File: src/rtl/l2_req_arbiter.sv
// Icache/Dcache arbiter in front of a single-outstanding L2 port: IDLE captures a winner, REQ
// presents it to L2, WAIT holds until L2 returns data. Define L2_ARB_STARVE_EN for Icache anti-starvation.
module l2_req_arbiter #(
  parameter int unsigned LINE_W     = 128,
  parameter int unsigned STARVE_MAX = 4
) (
  input  logic              clk,
  input  logic              rstn,
  input  logic              icache_req,
  input  logic [31:0]       icache_addr,
  output logic              arb_icache_addrOK,
  output logic              arb_icache_dataOK,
  output logic [LINE_W-1:0] arb_icache_dout,
  input  logic              dcache_req,
  input  logic              dcache_wr,
  input  logic [31:0]       dcache_addr,
  input  logic [31:0]       dcache_din,
  input  logic [3:0]        dcache_wstrb,
  output logic              arb_dcache_addrOK,
  output logic              arb_dcache_dataOK,
  output logic [LINE_W-1:0] arb_dcache_dout,
  output logic              arb_l2_req,
  output logic              arb_l2_wr,
  output logic [31:0]       arb_l2_addr,
  output logic [31:0]       arb_l2_din,
  output logic [3:0]        arb_l2_wstrb,
  input  logic              l2_arb_addrOK,
  input  logic              l2_arb_dataOK,
  input  logic [LINE_W-1:0] l2_arb_dout
);

  if (STARVE_MAX < 1 || STARVE_MAX > 15) begin : g_bad_starve_max
    $error("STARVE_MAX must lie in 1..15");
  end

  typedef enum logic [1:0] {StIdle, StReq, StWait} state_e;

  state_e      state_q;
  logic [31:0] addr_q;
  logic [31:0] din_q;
  logic        wr_q;
  logic [3:0]  wstrb_q;
  logic        owner_dc_q;

  logic idle;
  logic force_ic;
  logic grant_dc;
  logic grant_ic;
  logic l2_done;

`ifdef L2_ARB_STARVE_EN
  logic [3:0] starve_q;

  assign force_ic = (starve_q == 4'(STARVE_MAX)) && icache_req && dcache_req;

  // Counts Dcache grants taken while the Icache was also waiting.
  always_ff @(posedge clk or negedge rstn) begin
    if (!rstn) begin
      starve_q <= 4'd0;
    end else if (grant_dc && icache_req) begin
      if (starve_q != 4'(STARVE_MAX)) starve_q <= starve_q + 4'd1;
    end else if (grant_dc || grant_ic) begin
      starve_q <= 4'd0;
    end
  end
`else
  assign force_ic = 1'b0;
`endif

  // addrOK is combinational in the capture cycle, so it must be masked while reset is held.
  assign idle     = rstn && (state_q == StIdle);
  assign grant_dc = idle && dcache_req && !force_ic;
  assign grant_ic = idle && icache_req && !grant_dc;
  assign l2_done  = l2_arb_dataOK &&
                    ((state_q == StWait) || ((state_q == StReq) && l2_arb_addrOK));

  assign arb_dcache_addrOK = grant_dc;
  assign arb_icache_addrOK = grant_ic;
  assign arb_dcache_dataOK = l2_done && owner_dc_q;
  assign arb_icache_dataOK = l2_done && !owner_dc_q;
  assign arb_dcache_dout   = l2_arb_dout;
  assign arb_icache_dout   = l2_arb_dout;

  assign arb_l2_req   = (state_q == StReq);
  assign arb_l2_wr    = wr_q;
  assign arb_l2_addr  = addr_q;
  assign arb_l2_din   = din_q;
  assign arb_l2_wstrb = wstrb_q;

  always_ff @(posedge clk or negedge rstn) begin
    if (!rstn) begin
      state_q    <= StIdle;
      addr_q     <= 32'd0;
      din_q      <= 32'd0;
      wr_q       <= 1'b0;
      wstrb_q    <= 4'd0;
      owner_dc_q <= 1'b0;
    end else begin
      unique case (state_q)
        StIdle: begin
          if (grant_dc || grant_ic) begin
            state_q    <= StReq;
            addr_q     <= grant_dc ? dcache_addr : icache_addr;
            din_q      <= grant_dc ? dcache_din : 32'd0;
            wr_q       <= grant_dc && dcache_wr;
            wstrb_q    <= grant_dc ? dcache_wstrb : 4'd0;
            owner_dc_q <= grant_dc;
          end
        end
        StReq: begin
          if (l2_arb_addrOK) state_q <= l2_arb_dataOK ? StIdle : StWait;
        end
        StWait: begin
          if (l2_arb_dataOK) state_q <= StIdle;
        end
        default: state_q <= StIdle;
      endcase
    end
  end

endmodule

File: config.mk
export PLATFORM = sky130hd
export DESIGN_NAME = l2_req_arbiter
export DESIGN_NICKNAME = d
export VERILOG_FILES = /design/src/rtl/l2_req_arbiter.sv
export SDC_FILE = /design/constraint.sdc
export NUM_CORES = 1
export LEC_CHECK = 0
export BUFFER_PORTS_ARGS = -buffer_cell sky130_fd_sc_hd__buf_2
export CAP_MARGIN = 20
export CORE_AREA = 2 2 218 220
export DETAILED_ROUTE_END_ITERATION = 8
export DIE_AREA = 0 0 220 222
export SYNTH_ARGS = -nofsm -noshare
export SYNTH_HDL_FRONTEND = slang
export SYNTH_SLANG_ARGS = --single-unit
File: constraint.sdc
create_clock -name clk -period 4.1 [get_ports clk]
set_clock_uncertainty 0.2 [all_clocks]
set_input_delay 0.205 -clock clk [delete_from_list [all_inputs] [get_ports clk]]
set_output_delay 0.205 -clock clk [all_outputs]
set_load 0.1 [all_outputs]
* After elaboration in Yosys (flattened, before gate mapping)
Index checks and enable logic that the tools add are counted.
** Storage, ports and cells
- Bits in registers :: 72
- Input port bits :: 235
- Output and inout port bits :: 330
- Logic and storage cells :: 35
** Cells by class
- Equality and inequality tests :: 5
- Muxes and demuxes :: 8
- Reduce and logical (&&, ||, !) cells :: 16
** Operator list (count)
- 2-to-1 mux 32 bit :: 2
- logical AND 1 bit :: 9
- 2-to-1 mux 2 bit :: 4
- one-hot mux 2 bit (3 select lines) :: 1
- 2-to-1 mux 4 bit :: 1
- != test 2 x 1 -> 1 bit, second input constant :: 2
- AND reduction 3 bit :: 1
- equality test 2 x 1 -> 1 bit, second input constant :: 1
- equality test 2 bit, second input constant :: 1
- logical NOT 1 bit :: 2
- logical NOT 2 bit :: 1
- logical OR 1 bit :: 2
- != test 2 bit, second input constant :: 1
- AND reduction 2 bit :: 1

* Depth between registers and ports, before layout
- Depth after elaboration :: 8
- Gate-level depth with buffers :: 6
- Gate-level depth less buffers :: 4

* Worst setup path after synthesis
No wires, ideal clock.
- Path kind :: reg2out
- From :: reg state_q[1]
- To :: out arb_icache_dataOK
- Data arrival time :: 3.596 ns
- Data required time :: 3.695 ns
- Path slack :: 0.099 ns
- Stages on the path, launching flop included :: 5
- Buffers on the path :: 0
- Cells stage by stage :: dfrtp_1 > nand2b_1 > inv_1 > a21oi_1 > nor3b_1
** Between the ends
- Word-level cells in the longest chain between the ends :: 5
- Elaborated cells on any way between the ends :: 6
- Classes of those cells :: eq/ne (2); reduce/logical (4)
** Ends and longest elaborated chain
- from (decl) :: line 38 : state_e state_q;
- from (signal assigned) :: line 92 : state_q <= StIdle;
- from (signal assigned) :: line 102 : state_q <= StReq;
- from (signal assigned) :: line 111 : if (l2_arb_addrOK) state_q <= l2_arb_dataOK ? StIdle : StWait;
- equality test 2 x 1 -> 1 bit
- named net arb_l2_req :: line 22 : output logic arb_l2_req,
- logical AND 1 bit :: line 75 : ((state_q == StWait) || ((state_q == StReq) && l2_arb_addrOK));
- logical OR 1 bit :: line 75
- logical AND 1 bit :: line 74 : assign l2_done = l2_arb_dataOK &&
- logical AND 1 bit :: line 80 : assign arb_icache_dataOK = l2_done && !owner_dc_q;
- to (decl) :: line 12 : output logic arb_icache_dataOK,
The timed path passes the listed nets, and every way through them passes these cells.

* Worst setup path in the final report
- From :: in rstn
- To :: reg addr_q[7], in the netlist arb_l2_addr[7]
** Between the ends
- Word-level cells in the longest chain between the ends :: 6
- Elaborated cells on any way between the ends :: 8
- Classes of those cells :: mux (1); reduce/logical (7)
** Ends and longest elaborated chain
- from (decl) :: line 8 : input logic rstn,
- logical AND 1 bit (*) :: line 71 : assign idle = rstn && (state_q == StIdle);
- logical AND 1 bit :: line 72 : assign grant_dc = idle && dcache_req && !force_ic;
- logical NOT 1 bit :: line 73 : assign grant_ic = idle && icache_req && !grant_dc;
- logical AND 1 bit :: line 73
- logical OR 1 bit :: line 101 : if (grant_dc || grant_ic) begin
- AND reduction 2 bit (no line)
- to (signal assigned) :: line 103 : addr_q <= grant_dc ? dcache_addr : icache_addr;
- to (decl) :: line 39 : logic [31:0] addr_q;
Mark *: on every way between the ends. The rest lies on a longest branch, timed or not.
A chain may end at the register's enable or synchronous reset.

==> results_dict.tcl <==
set metrics [dict create \
    globalplace.congestion 0.736 \
    place_inst 1016 \
    start_util_pct 10.6 \
    min_from "icache_addr[31]" \
    leakage_nw 2.72 \
    route.antenna.remaining_nets 0 \
    fmax_mhz 328 \
    synth_cell_types 24 \
    drv_slew 0 \
    die-height_um 222 \
    area_growth_pct 21.9 \
    diodes 0 \
    drv_cap 0 \
    final_hold_viol_count 0 \
    dr_wl_met2_um 12200 \
    clkTransAtPathRegs_ns 0.06 \
    die_w_um 220 \
    cts_setup_buffers 0 \
    root_buffer "clkbuf_16" \
    sequentialPowerShare_pct 23.7 \
    drt-initial-drc-count 137 \
    multi_input_area_mm2 0.00111 \
    arrival_ns 3.15 \
    rr_startpoint "state_q[0]$_DFFE_PN0P_" \
    synthCells 504 \
    cts.path.max_buffers 2 \
    stdcell_count 1136 \
    htree_num_levels 3 \
    synth_top_family_by_area "buffers and inverters" \
    dr_total_vias 3729 \
    dpl_cell_area_mm2 0.00463 \
    rsz0062_at_grt "no" \
    cts-resized-gates 0 \
    grt_pass1_vias 3907 \
    wl_met3_um 4260 \
    port_buffers 180 \
    num_rows 79 \
    period_needed_ns 3.05 \
    end_kind "flop" \
    wire_per_inst_um 21.6 \
    yosysSeqAreaShare_pct 36.6 \
    fin_area_mm2 0.00600 \
    io_pins 565 \
    cts_buffers 9 \
    ys_ff_latch 72 \
    synth_xor_area_share_pct 0 \
    status "finished, final reports clean" \
    grt-ovfl-total 0 \
    synth-compound-area-share_pct 17.6 \
    switching_share_pct 56.2 \
    clk_latency_ns 0.36 \
    drcViolationCount 0 \
    slew_headroom_pct 29.8 \
    antenna_found_initial 2 \
    highest_layer "met5" \
    seq_area_mm2 0.00180 \
    final_common_cell "buf_2" \
    synth.cell_area_mm2 0.00492 \
    crit_start "rstn" \
    path_max_fanout 39 \
    core_mm2 0.0463 \
    path_class "in -> reg" \
    synthAdderAreaFrac_pct 0 \
    whs_ns 0.112 \
    viasPerCell 3.28 \
    tritoncts "done" \
    crit_required_ns 4.20 \
    p_clk_share_pct 18.9 \
    cellPowerDensity_mw_per_mm2 794 \
    routed_wl_um 24500 \
    ys_warn_count 0 \
    layout_common_cells "buf_2, dlygate4sd3_1, dfrtp_1" \
    grt_pass1_wl_um 31500 \
    dieArea_mm2 0.0488 \
    avgSynthCellArea_um2 9.76 \
    tightest_slew_ns 1.05 \
    hpwl_um 19100 \
    first_pass_iters 4 \
    drive_gt1_share_pct 39.1 \
    min_path_type "in -> reg" \
    yosys.area_share.simple_pct 4.22 \
    timing.final.crit_share_pct 74.4 \
    synth_nets 739 \
    setup_viol 0 \
    met1_length_um 6900 \
    fin_tns_setup_ns 0 \
    finalPower_mw 4.76 \
    cp-start-kind "primary input" \
    p_int_mw 2.08 \
    pwr-share-comb_pct 57.4 \
    switchingPower_mw 2.67 \
    nFillCells 5270 \
    ir_drop_mv 0.481 \
    cts_sinks 72 \
    nets 759 \
    grt_max_degree 52 \
    grt_usage_pct 9.69 \
    synth_mux_area_share_pct 0 \
]
## logic make-up after synthesis
kind of cell           count (synthesis)
AO/OA/AOI/OAI                        104
buffers and inverters                284
flip-flops                            72
AND/OR/NAND/NOR                       44
## layout make-up
cell class / count / area share [%]
clock inverters: 5 / 1.31
repair buffers: 291 / 33.3
inverters: 2 / 0.125
flip-flops and latches: 72 / 30.1
well taps: 607 / 12.7
multi-input cells: 148 / 18.5
clock buffers: 11 / 4.05
## per-layer routing
| layer | vias to the layer above | GRT usage (%) |
|---|---|---|
| met1 | 1712 | 7.74 |
| met3 | 83 | 7.57 |
| li1 | 1521 | - |
| met5 | - | 0.606 |
| met2 | 407 | 16.8 |
| met4 | 6 | 4.87 |
## state kept, by name, summed over array words and instances (netlist names)
signal / flops
arb_l2_addr: 32
arb_l2_din: 32
arb_l2_wr: 1
arb_l2_wstrb: 4
owner_dc_q: 1
state_q: 2
## critical path, stage by stage
cell and delay, ns:
dlygate4sd3_1 0.53, buf_4 0.14, buf_4 0.45, nor4bb_4 0.44, buf_4 0.52, a32oi_1 0.19
nand2_1 0.10, dlygate4sd3_1 0.57
## per-stage QoR
step / worst slack [ns] / utilization [%]
after detailed placement: 1.54 / 10.0
after global routing: 0.745 / 13.0
after floorplan: 0.0990 / -
after CTS: 0.882 / 13.0
after global placement: 1.59 / 10.0
final: 1.05 / 13.0
## power by group through the flow
| stage | clock [mW] | sequential, mW | combinational (mW) |
|---|---|---|---|
| 2_1_floorplan | 0 | 2.78 | 1.55 |
| 3_3_place_gp | 0 | 1.13 | 2.49 |
| 3_5_place_dp | 0 | 1.12 | 2.51 |
| 4_1_cts | 0.935 | 1.13 | 2.73 |
| 5_1_grt | 0.956 | 1.16 | 2.82 |
| 6_report | 0.897 | 1.13 | 2.73 |
## synthesized netlist by cell type
cell	count	area [µm²]
a21o_1	1	7.51
buf_2	3	15.0
nor2b_1	1	6.26
nor2_1	3	11.3
or2_4	1	8.76
a22oi_1	31	233
dfrtp_1	72	1800
nand2b_1	1	6.26
buf_4	256	1920
o21ai_0	1	5.00
clkbuf_1	21	78.8
and3b_1	1	8.76
nor4bb_1	2	20.0
a32oi_1	31	272
nor3b_1	1	7.51
inv_1	2	7.51
a21oi_1	1	5.00
buf_6	2	22.5
or3b_1	1	8.76
and2_1	1	6.26
nand3b_1	1	7.51
a22o_1	38	333
nand2_1	31	116
a211o_1	1	8.76
## worst paths after layout
check | slack (ns) | to | cells after the start
setup / recovery | 1.05 | arb_l2_addr[7]$_DFFE_PN0P_ | 8
hold / removal | 0.11 | arb_l2_addr[31]$_DFFE_PN0P_ | 4
setup reg to reg | 1.38 | arb_l2_addr[7]$_DFFE_PN0P_ | 4
hold reg to reg | 0.30 | arb_l2_din[12]$_DFFE_PN0P_ | 1
max in group asynchronous | 3.00 | arb_l2_addr[24]$_DFFE_PN0P_ | 3
min in group asynchronous | 0.30 | arb_l2_addr[1]$_DFFE_PN0P_ | 3
## what timing repair did
action,CTS,global route
endpoints found under the setup margin,0,0
hold buffers,104,0
endpoints found under the hold margin,143,0
Note: power is estimated with default switching activity, not from simulation.
